--- config.mk ---
export PLATFORM = sky130hd
export DESIGN_NAME = gray4_decoder
export DESIGN_NICKNAME = d
export VERILOG_FILES = /design/src/rtl/gray4_decoder.sv
export SDC_FILE = /design/constraint.sdc
export NUM_CORES = 1
export LEC_CHECK = 0
export BUFFER_PORTS_ARGS = -buffer_cell sky130_fd_sc_hd__buf_2
export CAP_MARGIN = 10
export CORE_MARGIN = 3
export CORE_UTILIZATION = 55
export CTS_CLUSTER_DIAMETER = 40
export CTS_CLUSTER_SIZE = 8
export DETAILED_ROUTE_END_ITERATION = 12
export GPL_ROUTABILITY_DRIVEN = 1
export PLACE_DENSITY = 0.81
export SLEW_MARGIN = 5
export SYNTH_ARGS = -nofsm -noshare
export SYNTH_HDL_FRONTEND = slang
export SYNTH_SLANG_ARGS = --single-unit
--- constraint.sdc ---
create_clock -name clk -period 3 [get_ports clk]
set_input_delay 0.15 -clock clk [delete_from_list [all_inputs] [get_ports clk]]
set_output_delay 0.15 -clock clk [all_outputs]
set_load 0.05 [all_outputs]
--- src/rtl/gray4_decoder.sv ---
`default_nettype none
// ============================================================================
// Module      : gray4_decoder
// Description : Gray-to-binary nibble decoder with BCD range flag, a 2-entry
//               valid/ready output buffer and saturating word/error counters.
// Revision    : 1.0 - initial release
// ============================================================================

module gray4_decoder #(
    parameter int STRICT = 0,
    parameter int CNT_W  = 8
) (
    input  logic             clk,
    input  logic             rst,
    input  logic             in_valid,
    output logic             in_ready,
    input  logic [3:0]       in_gray,
    output logic             out_valid,
    input  logic             out_ready,
    output logic [3:0]       out_bin,
    output logic             out_bcd_err,
    input  logic             clear_counts,
    output logic [CNT_W-1:0] word_count,
    output logic [CNT_W-1:0] err_count
);

    typedef enum logic [1:0] {
        ST_EMPTY = 2'd0,
        ST_ONE   = 2'd1,
        ST_FULL  = 2'd2
    } state_t;

    localparam logic [CNT_W-1:0] c_cnt_max = {CNT_W{1'b1}};
    localparam logic [CNT_W-1:0] c_cnt_one = {{(CNT_W-1){1'b0}}, 1'b1};
    localparam logic [3:0]       c_bcd_max = 4'd9;

    state_t           state_q, state_d;
    logic [4:0]       head_q, head_d;      // {bin, err} of the entry on the output
    logic [4:0]       tail_q, tail_d;      // second entry, only meaningful in FULL
    logic [CNT_W-1:0] word_cnt_q, word_cnt_d;
    logic [CNT_W-1:0] err_cnt_q, err_cnt_d;

    logic [3:0]       w_bin;
    logic             w_err;
    logic [4:0]       w_entry;
    logic             w_accept;
    logic             w_pop;
    logic             w_push;

    // Each binary bit is the XOR of all Gray bits at or above it.
    always_comb begin
        w_bin[3] = in_gray[3];
        w_bin[2] = ^in_gray[3:2];
        w_bin[1] = ^in_gray[3:1];
        w_bin[0] = ^in_gray[3:0];
    end

    assign w_err    = (w_bin > c_bcd_max);
    assign w_entry  = {w_bin, w_err};
    assign w_accept = in_valid && in_ready;
    assign w_pop    = out_valid && out_ready;
    assign w_push   = w_accept && !((STRICT != 0) && w_err);

    always_comb begin
        state_d = state_q;
        head_d  = head_q;
        tail_d  = tail_q;
        case (state_q)
            ST_EMPTY: begin
                if (w_push) begin
                    head_d  = w_entry;
                    state_d = ST_ONE;
                end
            end
            ST_ONE: begin
                if (w_push && !w_pop) begin
                    tail_d  = w_entry;
                    state_d = ST_FULL;
                end else if (!w_push && w_pop) begin
                    state_d = ST_EMPTY;
                end else if (w_push && w_pop) begin
                    head_d  = w_entry;
                end
            end
            ST_FULL: begin
                // in_ready is low here, so a push cannot coincide with the pop
                if (w_pop) begin
                    head_d  = tail_q;
                    state_d = ST_ONE;
                end
            end
            default: begin
                state_d = ST_EMPTY;
            end
        endcase
    end

    always_comb begin
        word_cnt_d = word_cnt_q;
        err_cnt_d  = err_cnt_q;
        if (clear_counts) begin
            word_cnt_d = '0;
            err_cnt_d  = '0;
        end else if (w_accept) begin
            if (word_cnt_q != c_cnt_max) begin
                word_cnt_d = word_cnt_q + c_cnt_one;
            end
            if (w_err && (err_cnt_q != c_cnt_max)) begin
                err_cnt_d = err_cnt_q + c_cnt_one;
            end
        end
    end

    always_ff @(posedge clk) begin
        if (rst) begin
            state_q    <= ST_EMPTY;
            head_q     <= '0;
            tail_q     <= '0;
            word_cnt_q <= '0;
            err_cnt_q  <= '0;
        end else begin
            state_q    <= state_d;
            head_q     <= head_d;
            tail_q     <= tail_d;
            word_cnt_q <= word_cnt_d;
            err_cnt_q  <= err_cnt_d;
        end
    end

    assign in_ready    = (state_q != ST_FULL);
    assign out_valid   = (state_q != ST_EMPTY);
    assign out_bin     = head_q[4:1];
    assign out_bcd_err = head_q[0];
    assign word_count  = word_cnt_q;
    assign err_count   = err_cnt_q;

endmodule

`default_nettype wire

* Word level (Yosys, flattened, before mapping)
Index checks and enable logic that the tools add are counted.
W data, S select, Z words.
** Storage, ports and cells
- Register bits after elaboration :: 28
- Bits in latches :: 0
- RAM bits :: 0
- Bits in read-only memories :: 0
- Bits of input ports :: 9
- Word-level logic and storage cells :: 50
- Memories kept :: 0
** Operators by class
- Add/subtract/negate cells :: 2
- Multipliers :: 0
- Div/mod/pow operators :: 0
- Magnitude comparators :: 1
- Eq/ne operators :: 11
- Shift-type cells :: 0
- Mux-type cells :: 11
- Bitwise logic cells :: 0
- Reductions and logical operators :: 20
** Operator list (count)
- $mux W5 :: 5
- $add A8 B1 Y8 const B :: 2
- $ne A8 B8 Y1 const B :: 2
- $pmux W5 S3 :: 1
- $ne A2 B2 Y1 const B :: 6
- $mux W2 :: 4
- $logic_and A1 B1 Y1 :: 6
- $pmux W2 S3 :: 1
- $reduce_and A2 Y1 :: 3
- $reduce_and A6 Y1 :: 1
- $gt A4 B4 Y1 const B :: 1
- $reduce_xor A4 Y1 :: 1
- $ne A3 B3 Y1 const B :: 1
- $reduce_and A3 Y1 :: 1
- $reduce_bool A3 Y1 :: 1
- $reduce_xor A3 Y1 :: 1
- $eq A2 B1 Y1 const B :: 1
- $eq A2 B2 Y1 const B :: 1
- $logic_not A1 Y1 :: 2
- $logic_not A2 Y1 :: 1
- $reduce_bool A2 Y1 :: 1
- $reduce_or A2 Y1 :: 1
- $reduce_xor A2 Y1 :: 1

* Depth between registers and ports, before layout
Gate-level depths: netlist of the first run.
- Word-level depth :: 7
- Depth in mapped cells :: 7

* Worst setup path after synthesis of the first run
No wires, ideal clock.
- Kind :: reg2reg
- Start :: reg err_cnt_q[0], in the netlist err_count[0]
- End :: reg err_cnt_q[5], in the netlist err_count[5]
- Library setup time :: 0.116 ns
- Arrival time :: 1.981 ns
- Setup slack :: 0.903 ns
- Stages on the path, launching flop included :: 7
- Path buffers :: 0
- Cell sequence :: dfxtp_1 -> ha_1 -> and3_1 -> a211o_1 -> a211oi_4 -> a31oi_1 -> a41o_1
** Between the ends
- Longest elaborated chain between the ends :: 3
** RTL lines
- from (decl) :: line 41 : logic [CNT_W-1:0] err_cnt_q, err_cnt_d;
- from (signal assigned) :: line 126 : err_cnt_q <= err_cnt_d;
- branches (longest 3 deep; another with $add A8 B1 Y8)
Several ways; the timed one is not identified.
A chain may end at the register's enable or synchronous reset.

* Worst setup path in the final report of the first run
Ends and elaborated chain as after synthesis.

==> results of run 1 <==
## logic make-up after synthesis
logic type,Yosys count,share of synthesized area (%)
XOR/XNOR,10,8.657
multiplexers,4,2.886
adder cells (fa/ha/maj),4,3.607
buffers and inverters,10,2.705
AND/OR/NAND/NOR,62,21.55
AO/OA/AOI/OAI,35,20.20
flip-flops,28,40.40
## Yosys cell counts, drive strengths merged (2+ instances only)
master / count
a211oi: 6
o211ai: 2
a31oi: 3
xor2: 2
inv: 7
or2: 2
ha: 4
nor2b: 2
nor3: 5
o21ai: 2
a311oi: 4
xor3: 2
dfxtp: 28
nor2: 27
nand3: 6
and3: 2
xnor2: 6
a21oi: 10
a41o: 2
mux2i: 4
nand2: 11
clkbuf: 3
nand3b: 2
and4: 2
nand4: 2
## per-stage QoR
step | cells | setup slack [ns]
finish | 212 | 0.9771
CTS | 212 | 0.9746
global route | 212 | 0.8206
detailed placement | 209 | 0.9908
global placement | 209 | 1.114
floorplan | 153 | 0.9025
## critical path: stages, from the launching register on
cell and delay (ns):
dfxtp_1 0.38, ha_1 0.27, and3_1 0.20, a211o_1 0.38
a211oi_4 0.34, a31oi_1 0.14, a41o_1 0.22
## flip-flops by register name (all words and copies together), names as in the netlist
name	flops
state_q	2
err_count	8
tail_q	5
word_count	8
head_q	5
## per-layer routing
layer  GRT usage [%]  share of wire (%)  up-vias
met5               0                  0        -
met1           25.25                 44      592
li1                -                  -      608
met2           35.56                 48       38
met4           11.53                3.0        0
met3           3.712                4.9       10
## power groups by stage
stage / sequential [mW] / clock [mW] / combinational, mW
final: 0.392 / 0.151 / 0.134
after global placement: 0.399 / 0 / 0.129
after detailed placement: 0.400 / 0 / 0.134
after global routing: 0.394 / 0.172 / 0.144
after CTS: 0.392 / 0.156 / 0.134
after floorplan: 0.426 / 0 / 0.0749
## area by class of cell
class | instances | area, um2 | share of cell area [%]
timing repair buffer | 31 | 155.1 | 9.764
tap | 28 | 35.03 | 2.205
multi-input combinational | 115 | 789.5 | 49.69
clock buffer | 3 | 22.52 | 1.417
inverter | 7 | 26.28 | 1.654
sequential | 28 | 560.5 | 35.28
## how the worst max path moves through the flow
stage	end	slack (ns)	from	depth (start not counted)
2_1_floorplan	err_count[5]	0.90	err_count[0]	6
4_1_cts	err_count[5]	0.97	err_count[0]	6
3_5_place_dp	err_count[5]	0.99	in_gray[2]	8
5_1_grt	err_count[5]	0.82	err_count[0]	6
6_report	err_count[5]	0.98	err_count[0]	6
3_3_place_gp	err_count[5]	1.11	in_gray[2]	8
==> summary.md, run 1 <==
| Metric | Value |
|---|---|
| Sequential power share | 57.9% |
| GPL Wtd Cong | 0.8056 |
| Power share of the clock group | 22.3% |
| Die extent in x | 56.23 um |
| Commonest cells after routing, fill and taps aside | buf_2, dfxtp_1, nor2_1, nand2_1, a21oi_1 |
| Root Driver | clkbuf_4 |
| Power density cells | 426.1 nW/um2 |
| RSZ-0062 raised after global routing | no |
| CTS tree | done |
| Final setup vio count | 0 |
| Async set-reset flop share out of synthesis | 0% |
| CTS Hold Bufs | 0 |
| Largest net degree at the start of global routing | 16 |
| Setup TNS | 0 ns |
| Initial antenna violation count | 0 |
| Crit Reg-Reg Startpoint | err_count[0] |
| Congestion Overflow GR | 0 |
| Hold Path Cell Cnt | 2 |
| WHS | 0.03624 ns |
| RR Endpoint | err_count[5] |
| Crit Path Class | flip-flop to flip-flop |
| Worst path required time | 3.23 ns |
| Antenna diodes | 0 |
| Fillcell total | 202 |
| Status | finished clean |
| Final ANT Viol Nets | 0 |
| Reg2reg setup slack | 0.98 ns |
| H-tree depth | 1 |
| Area share of the largest cell type after synthesis | 40.40% |
| LEAKAGE | 0.6988 nW |
| Worst-path fanout max | 5 |
| Layout cells sized above 1 | 25.00% |
| Finished Cell Area | 1589 um2 |
| CTS Buffer Depth | 2 |
| Switching power | 202.1 uW |
| Post-DP HPWL | 2.406 mm |
| VDD IR max | 286.9 uV |
| Die Ht | 56.23 um |
| Headroom to the max-slew limit | 59.13% |
| Placed instance area | 1567 um2 |
| Number of flops mapped to enable cells by yosys | 0 |
| Sequential share of the synthesized area | 40.40% |
| IO buf count | 31 |
| Clock skew | 0.001613 ns |
| Most common cell after layout, fill and taps aside | buf_2 |
| Min-delay worst type | input port to flip-flop |
| Synth top area cells | dfxtp_1, nor2_1, xnor2_1 |
| Total track usage | 21.13% |
| Switching fraction of total power | 29.85% |
| Number of global-route vias before repair | 1,206 |
| FF+latch count, synth | 28 |
| Crit path DAT | 2.25 ns |
| Final period util | 67.43% |
| Total power | 677.0 uW |
| Crit start category | flip-flop |
| IO Pins | 32 |
| Final Util | 69.17% |
| Worst skew pair latency | 0.32 ns |
| Core area | 2297 um2 |
| Max-Cap Viols | 0 |
| Min Tclk post-route | 2.023 ns |
| Worst r2r path cells | 6 |
| Clock-pin transition on the worst setup and hold timing paths | 0.14 ns |
| F_max | 494.3 MHz |
| WL final | 3.124 mm |
| Final Hold Fails | 0 |
| Final nets | 199 |
| Post-route DRC | 0 |
| CTS sink cnt | 28 |
| Primary FF master, synth | dfxtp_1 |
| Initial drt markers | 44 |
| Power Internal | 474.9 uW |
| Drt first pass iters | 4 |
| Yosys warnings | 0 |
| CTS buffer count | 3 |
| Hold Startpoint | out_ready |
| Syn nets | 166 |
| Die ar. | 3162 um2 |
| Cell variety after synth | 38 |
| Detail-routed via count per cell | 5.887 |
| Area grow syn2layout | 14.52% |
| Starting Density | 60.40% |
| WHS Endpoint | state_q[1] |
| Worst-margin pin slew | 0.6075 ns |
| Final Max Slew Viols | 0 |
| Post-synth top area cell | dfxtp_1 |
| Syn Inst Count | 153 |
| # rows | 17 |
| Syn avg cell area | 9.069 um2 |
| WL per Instance | 14.74 um |
| Endpoint class of the critical path | flip-flop |
| First-pass GRT wire length | 5.354 mm |
| Gate power share | 19.7% |
| DR vias | 1,248 |
| Synthesized area | 1388 um2 |
| PostCTS Resize Cnt | 0 |
| Post-CTS setup buffer count | 0 |
No activity file was read; power rests on OpenSTA's default activity.
==> run 2, diff against run 1 <==
Settings changed: CORE_UTILIZATION 55 to 47, PLACE_DENSITY 0.81 to 0.74.
Clock period 3 ns to 1.7 ns, I/O delays scaled along.
==> summary.md, run 2 (synthesized netlist as in run 1, its figures left out) <==
| Metric | Value |
|---|---|
| Layout cells sized above 1 | 38.42% (+13 points) |
| Commonest cells after routing, fill and taps aside | buf_2, nor2_1, dfxtp_1, buf_4, nand2_1 |
| IO buf count | 31 (unchanged) |
| Max-Cap Viols | 0 (unchanged) |
| CTS sink cnt | 28 (unchanged) |
| Die extent in x | 60.34 um (+7.3%) |
| CP max stage delay | 0.38 ns (about the same) |
| CTS Buffer Depth | 2 (unchanged) |
| Min-delay worst type | input port to flip-flop |
| H-tree depth | 1 (unchanged) |
| Critical path's slowest cell | dfxtp_4 |
| Worst-path fanout max | 5 (unchanged) |
| Crit Path Class | flip-flop to flip-flop |
| F_max | 574.2 MHz (+16%) |
| Final setup vio count | 1 (+1) |
| IO Pins | 32 (unchanged) |
| GPL Wtd Cong | 0.8018 (-0.47%) |
| Final nets | 217 (+9.0%) |
| Die ar. | 3640 um2 (+15%) |
| WL final | 3.109 mm (-0.48%) |
| # rows | 19 (+2) |
| Die Ht | 60.34 um (+7.3%) |
| Detail-routed via count per cell | 5.316 (-9.7%) |
| Endpoint class of the critical path | flip-flop |
| Post-DP HPWL | 2.393 mm (-0.52%) |
| CTS tree | done |
| Final Max Slew Viols | 0 (unchanged) |
| Final Hold Fails | 0 (unchanged) |
| Antenna diodes | 0 (unchanged) |
| Crit start category | flip-flop |
| Status | finished, violations left |
| WHS | 0.05235 ns (+0.01611 ns) |
| Final ANT Viol Nets | 0 (unchanged) |
| Total power | 1.280 mW (+89%) |
| Root Driver | clkbuf_4 |
| First-pass GRT wire length | 5.285 mm (-1.3%) |
| Initial antenna violation count | 0 (unchanged) |
| LEAKAGE | 0.7996 nW (+14%) |
| Most common cell after layout, fill and taps aside | buf_2 |
| Failing checks | setup timing |
| CTS buffer count | 3 (unchanged) |
| Area grow syn2layout | 29.40% |
| Core area | 2781 um2 (+21%) |
| RSZ-0062 raised after global routing | yes |
| Initial drt markers | 71 (+61%) |
| DR vias | 1,244 (-0.32%) |
| Clock skew | 0.003998 ns (+0.002384 ns) |
| Clock-pin transition on the worst setup and hold timing paths | 0.16 ns (+0.02 ns) |
| Drt first pass iters | 4 (unchanged) |
| Worst setup margin | -0.04162 ns (-1.019 ns) |
| Critical path buffer and inverter count | 0 (unchanged) |
| Worst skew pair latency | 0.33 ns (about the same) |
| Starting Density | 49.89% (-11 points) |
| Delay-heaviest family, CP | compound AO/OA/AOI/OAI gates |
| Post-route DRC | 0 (unchanged) |
| Worst-margin pin slew | 0.5062 ns (-0.1013 ns) |
| Worst path required time | 1.95 ns (-1.28 ns) |
| WL per Instance | 13.29 um (-9.8%) |
| Power density cells | 713.0 nW/um2 (+67%) |
| Total track usage | 19.23% (-1.9 points) |
| Congestion Overflow GR | 0 (unchanged) |
| Number of global-route vias before repair | 1,195 (-0.91%) |
| Largest net degree at the start of global routing | 16 (unchanged) |
| Headroom to the max-slew limit | 65.99% (+6.9 points) |
| Final period util | 102.4% (+35 points) |
| VDD IR max | 477.3 uV (+66%) |
| Crit path DAT | 1.99 ns (-0.26 ns) |
| Min Tclk post-route | 1.742 ns (-0.2813 ns) |
| CP Cell Sequence | ha_4 -> and3_4 -> a211o_4 -> a211oi_4 -> a31oi_1 -> a41o_1 |
-- run 2: area by class of cell --
type                       count  area, um2
tap                           31      38.79
clock buffer                   4      36.28
sequential                    28      583.1
fill                         242      985.9
timing repair buffer          49      292.8
multi-input combinational    115      818.3
inverter                       7      26.28
-- run 2: routing by layer --
metal	vias up	GRT usage [%]	share of wire [%]
met2	22	32.72	49
met5	-	0	0
met3	4	3.404	3.5
li1	645	-	-
met1	573	24.25	46
met4	0	7.278	1.3
-- run 2: path summary, 6_finish.rpt --
path,from,to,slack [ns],cells after the start
worst max-delay path,err_count[1],err_count[5],-0.04,6
worst min-delay path,clear_counts,word_count[3],0.05,4
worst max register to register,err_count[1],err_count[5],-0.04,6
worst min register to register,head_q[0],head_q[0],0.46,2
-- run 2: power breakdown --
group | internal, mW | total (mW) | leakage (nW) | switching [mW]
clock network | 0.131 | 0.334 | 0.0210 | 0.203
registers | 0.673 | 0.686 | 0.234 | 0.0134
logic | 0.100 | 0.259 | 0.545 | 0.159
-- run 2: worst reg2reg max path, delay by kind of cell (launching register included) --
family | cells | cell delay [ns]
DFF | 1 | 0.38
adders and majority gates | 1 | 0.15
AOI/OAI and AO/OA | 4 | 0.95
and+or+nand+nor | 1 | 0.17
-- run 2: stage by stage --
step	setup slack [ns]	TNS [ns]	std cells	utilization (%)	area [um2]
3_5_place_dp	-0.09743	-0.2073	227	61.94	1723
6_report	-0.04162	-0.04162	234	64.55	1795
4_1_cts	-0.03397	-0.03397	233	64.28	1788
2_1_floorplan	-0.03414	-0.03414	153	-	1428
5_1_grt	-0.07591	-0.1207	234	64.55	1795
3_3_place_gp	-0.04952	-0.04984	227	61.94	1723
-- run 2: what timing repair did --
action	in CTS	in global routing
pin swaps	0	2
endpoints found under the hold margin	1	0
endpoints found under the setup margin	3	3
buffers inserted	1	1
resized for setup	2	0
hold buffers	1	0
==> run 3, diff against run 2 <==
Settings changed: CORE_UTILIZATION 47 to 55, PLACE_DENSITY 0.74 to 0.81.
Clock period 1.7 ns to 2.1 ns, I/O delays scaled along.
==> summary.md, run 3 (synthesized netlist as in run 1, its figures left out) <==
| Metric | Value |
|---|---|
| Status | finished clean |
| CTS Buffer Depth | 2 (unchanged) |
| Power Internal | 719.3 uW (-20%) |
| Final setup vio count | 0 (-1) |
| F_max | 506.5 MHz (-12%) |
| Switching power | 297.2 uW (-21%) |
| Final Hold Fails | 0 (unchanged) |
| CTS tree | done |
| Total power | 1.016 mW (-21%) |
| Die Ht | 56.23 um (-6.8%) |
| Core area | 2297 um2 (-17%) |
| Commonest cells after routing, fill and taps aside | buf_2, dfxtp_1, nor2_1, nand2_1, a21oi_1 |
| # rows | 17 (-2) |
| Switching fraction of total power | 29.24% (-0.14 points) |
| LEAKAGE | 0.7144 nW (-11%) |
| Finished Cell Area | 1620 um2 (-9.8%) |
| Worst-margin pin slew | 0.6011 ns (+0.09494 ns) |
| Clock-pin transition on the worst setup and hold timing paths | 0.15 ns (about the same) |
| Headroom to the max-slew limit | 59.56% (-6.4 points) |
| Worst skew pair latency | 0.33 ns (about the same) |
| Initial drt markers | 37 (-48%) |
| Placed instance area | 1574 um2 (-8.6%) |
| Worst r2r path cells | 6 (unchanged) |
| Drt first pass iters | 4 (unchanged) |
| Die ar. | 3162 um2 (-13%) |
| Most common cell after layout, fill and taps aside | buf_2 |
| Hold Path Cell Cnt | 3 (-1) |
| Antenna diodes | 0 (unchanged) |
| Initial antenna violation count | 0 (unchanged) |
| Critical path's slowest cell | dfxtp_1 |
| Endpoint class of the critical path | flip-flop |
| Total track usage | 20.32% (+1.1 points) |
| GPL Wtd Cong | 0.7848 (-2.1%) |
| PostCTS Resize Cnt | 0 (-2) |
| Congestion Overflow GR | 0 (unchanged) |
| CTS buffer count | 3 (unchanged) |
| Max-Cap Viols | 0 (unchanged) |
| Gate power share | 18.7% (-1.6 points) |
| Final nets | 201 (-7.4%) |
| Power density cells | 627.3 nW/um2 (-12%) |
| Detail-routed via count per cell | 5.819 (+9.4%) |
| Final ANT Viol Nets | 0 (unchanged) |
| Worst path required time | 2.34 ns (+0.39 ns) |
| Crit start category | flip-flop |
| CTS sink cnt | 28 (unchanged) |
| Root Driver | clkbuf_4 |
| IO buf count | 31 (unchanged) |
| Final Max Slew Viols | 0 (unchanged) |
| Final Util | 70.53% (+6.0 points) |
| Worst-path fanout max | 5 (unchanged) |
| Sequential power share | 55.1% (+1.5 points) |
| Area grow syn2layout | 16.77% |
| Power share of the clock group | 26.2% (about the same) |
| VDD IR max | 481.4 uV (+0.87%) |
| Min Tclk post-route | 1.974 ns (+0.2326 ns) |
| First-pass GRT wire length | 5.292 mm (+0.13%) |
| Final Instance Count excl. Fillers | 215 (-8.1%) |
| RSZ-0062 raised after global routing | no |
| Largest net degree at the start of global routing | 16 (unchanged) |
| CP max stage delay | 0.37 ns (about the same) |
| IO Pins | 32 (unchanged) |
| Layout cells sized above 1 | 25.67% (-13 points) |
| Crit path DAT | 2.21 ns (+0.22 ns) |
| Placed cell count | 210 (-7.5%) |
| DR vias | 1,251 (+0.56%) |
| Post-DP HPWL | 2.256 mm (-5.8%) |
| Crit Path Class | flip-flop to flip-flop |
| Final period util | 94.01% (-8.4 points) |
| H-tree depth | 1 (unchanged) |
| WL per Instance | 14.00 um (+5.3%) |
| Number of global-route vias before repair | 1,210 (+1.3%) |
| CP Cell Sequence | ha_1 -> and3_1 -> a211o_1 -> a211oi_4 -> a31oi_1 -> a41o_1 |
| Die extent in x | 56.23 um (-6.8%) |
| Post-route DRC | 0 (unchanged) |
| Setup TNS | 0 ns (+0.04162 ns) |
| Clock skew | 0.004257 ns (+0.0002589 ns) |
| Starting Density | 60.40% (+11 points) |
| Min-delay worst type | input port to flip-flop |
| WL final | 3.009 mm (-3.2%) |
## run 3: cell types whose count changed in the layout (fill, tap and decap cells not counted), moves of 4 or more
cell	previous run	this run
dfxtp_1	18	28
dfxtp_4	4	0
dfxtp_2	6	0
buf_4	17	1
## run 3: final cells by class
cell class                      count  area, um2
Inverter                            7      26.28
Sequential cell                    28      560.5
Tap cell                           28      35.03
Multi-Input combinational cell    115      789.5
Timing Repair Buffer               33      172.7
Fill cell                         186      676.9
Clock buffer                        4      36.28
## run 3: power by group through the flow
stage | Clock [mW] | Sequential, mW | Combinational (mW)
2_1_floorplan | 0 | 0.609 | 0.107
3_3_place_gp | 0 | 0.570 | 0.184
3_5_place_dp | 0 | 0.571 | 0.189
4_1_cts | 0.274 | 0.560 | 0.191
5_1_grt | 0.290 | 0.563 | 0.205
6_report | 0.267 | 0.560 | 0.190
## run 3: critical path, delay by kind of cell, from the launching register on
family,cells,cell delay [ns]
adder cells (fa/ha/maj),1,0.26
AO/OA/AOI/OAI,4,1.05
AND/OR/NAND/NOR,1,0.20
flip-flops,1,0.37
## run 3: final timing paths
kind                                    from      endpoint  slack (ns)
worst max-delay path            err_count[0]  err_count[5]        0.13
worst min-delay path              in_gray[3]     head_q[4]        0.07
worst max register to register  err_count[0]  err_count[5]        0.13
worst min register to register     head_q[0]     head_q[0]        0.47
## run 3: per-stage QoR
stage	setup slack (ns)	hold slack, ns
after global routing	0.03192	0.06832
final	0.1258	0.07172
after CTS	0.09266	0.06710
after floorplan	0.002544	0.1771
after detailed placement	0.1628	0.3315
after global placement	0.2403	0.3251
## run 3: per-layer routing
layer	track usage, %	vias to the layer above	share of wire [%]
met5	0	-	0
met4	3.051	0	0.73
met3	2.784	4	4.2
met2	37.23	39	50
met1	25.53	591	45
li1	-	617	-
## run 3: what timing repair did
item / in CTS / in global routing
hold buffers: 1 / 0
hold endpoints to repair: 1 / 0
buffers inserted: 0 / 0
endpoints found under the setup margin: 0 / 1
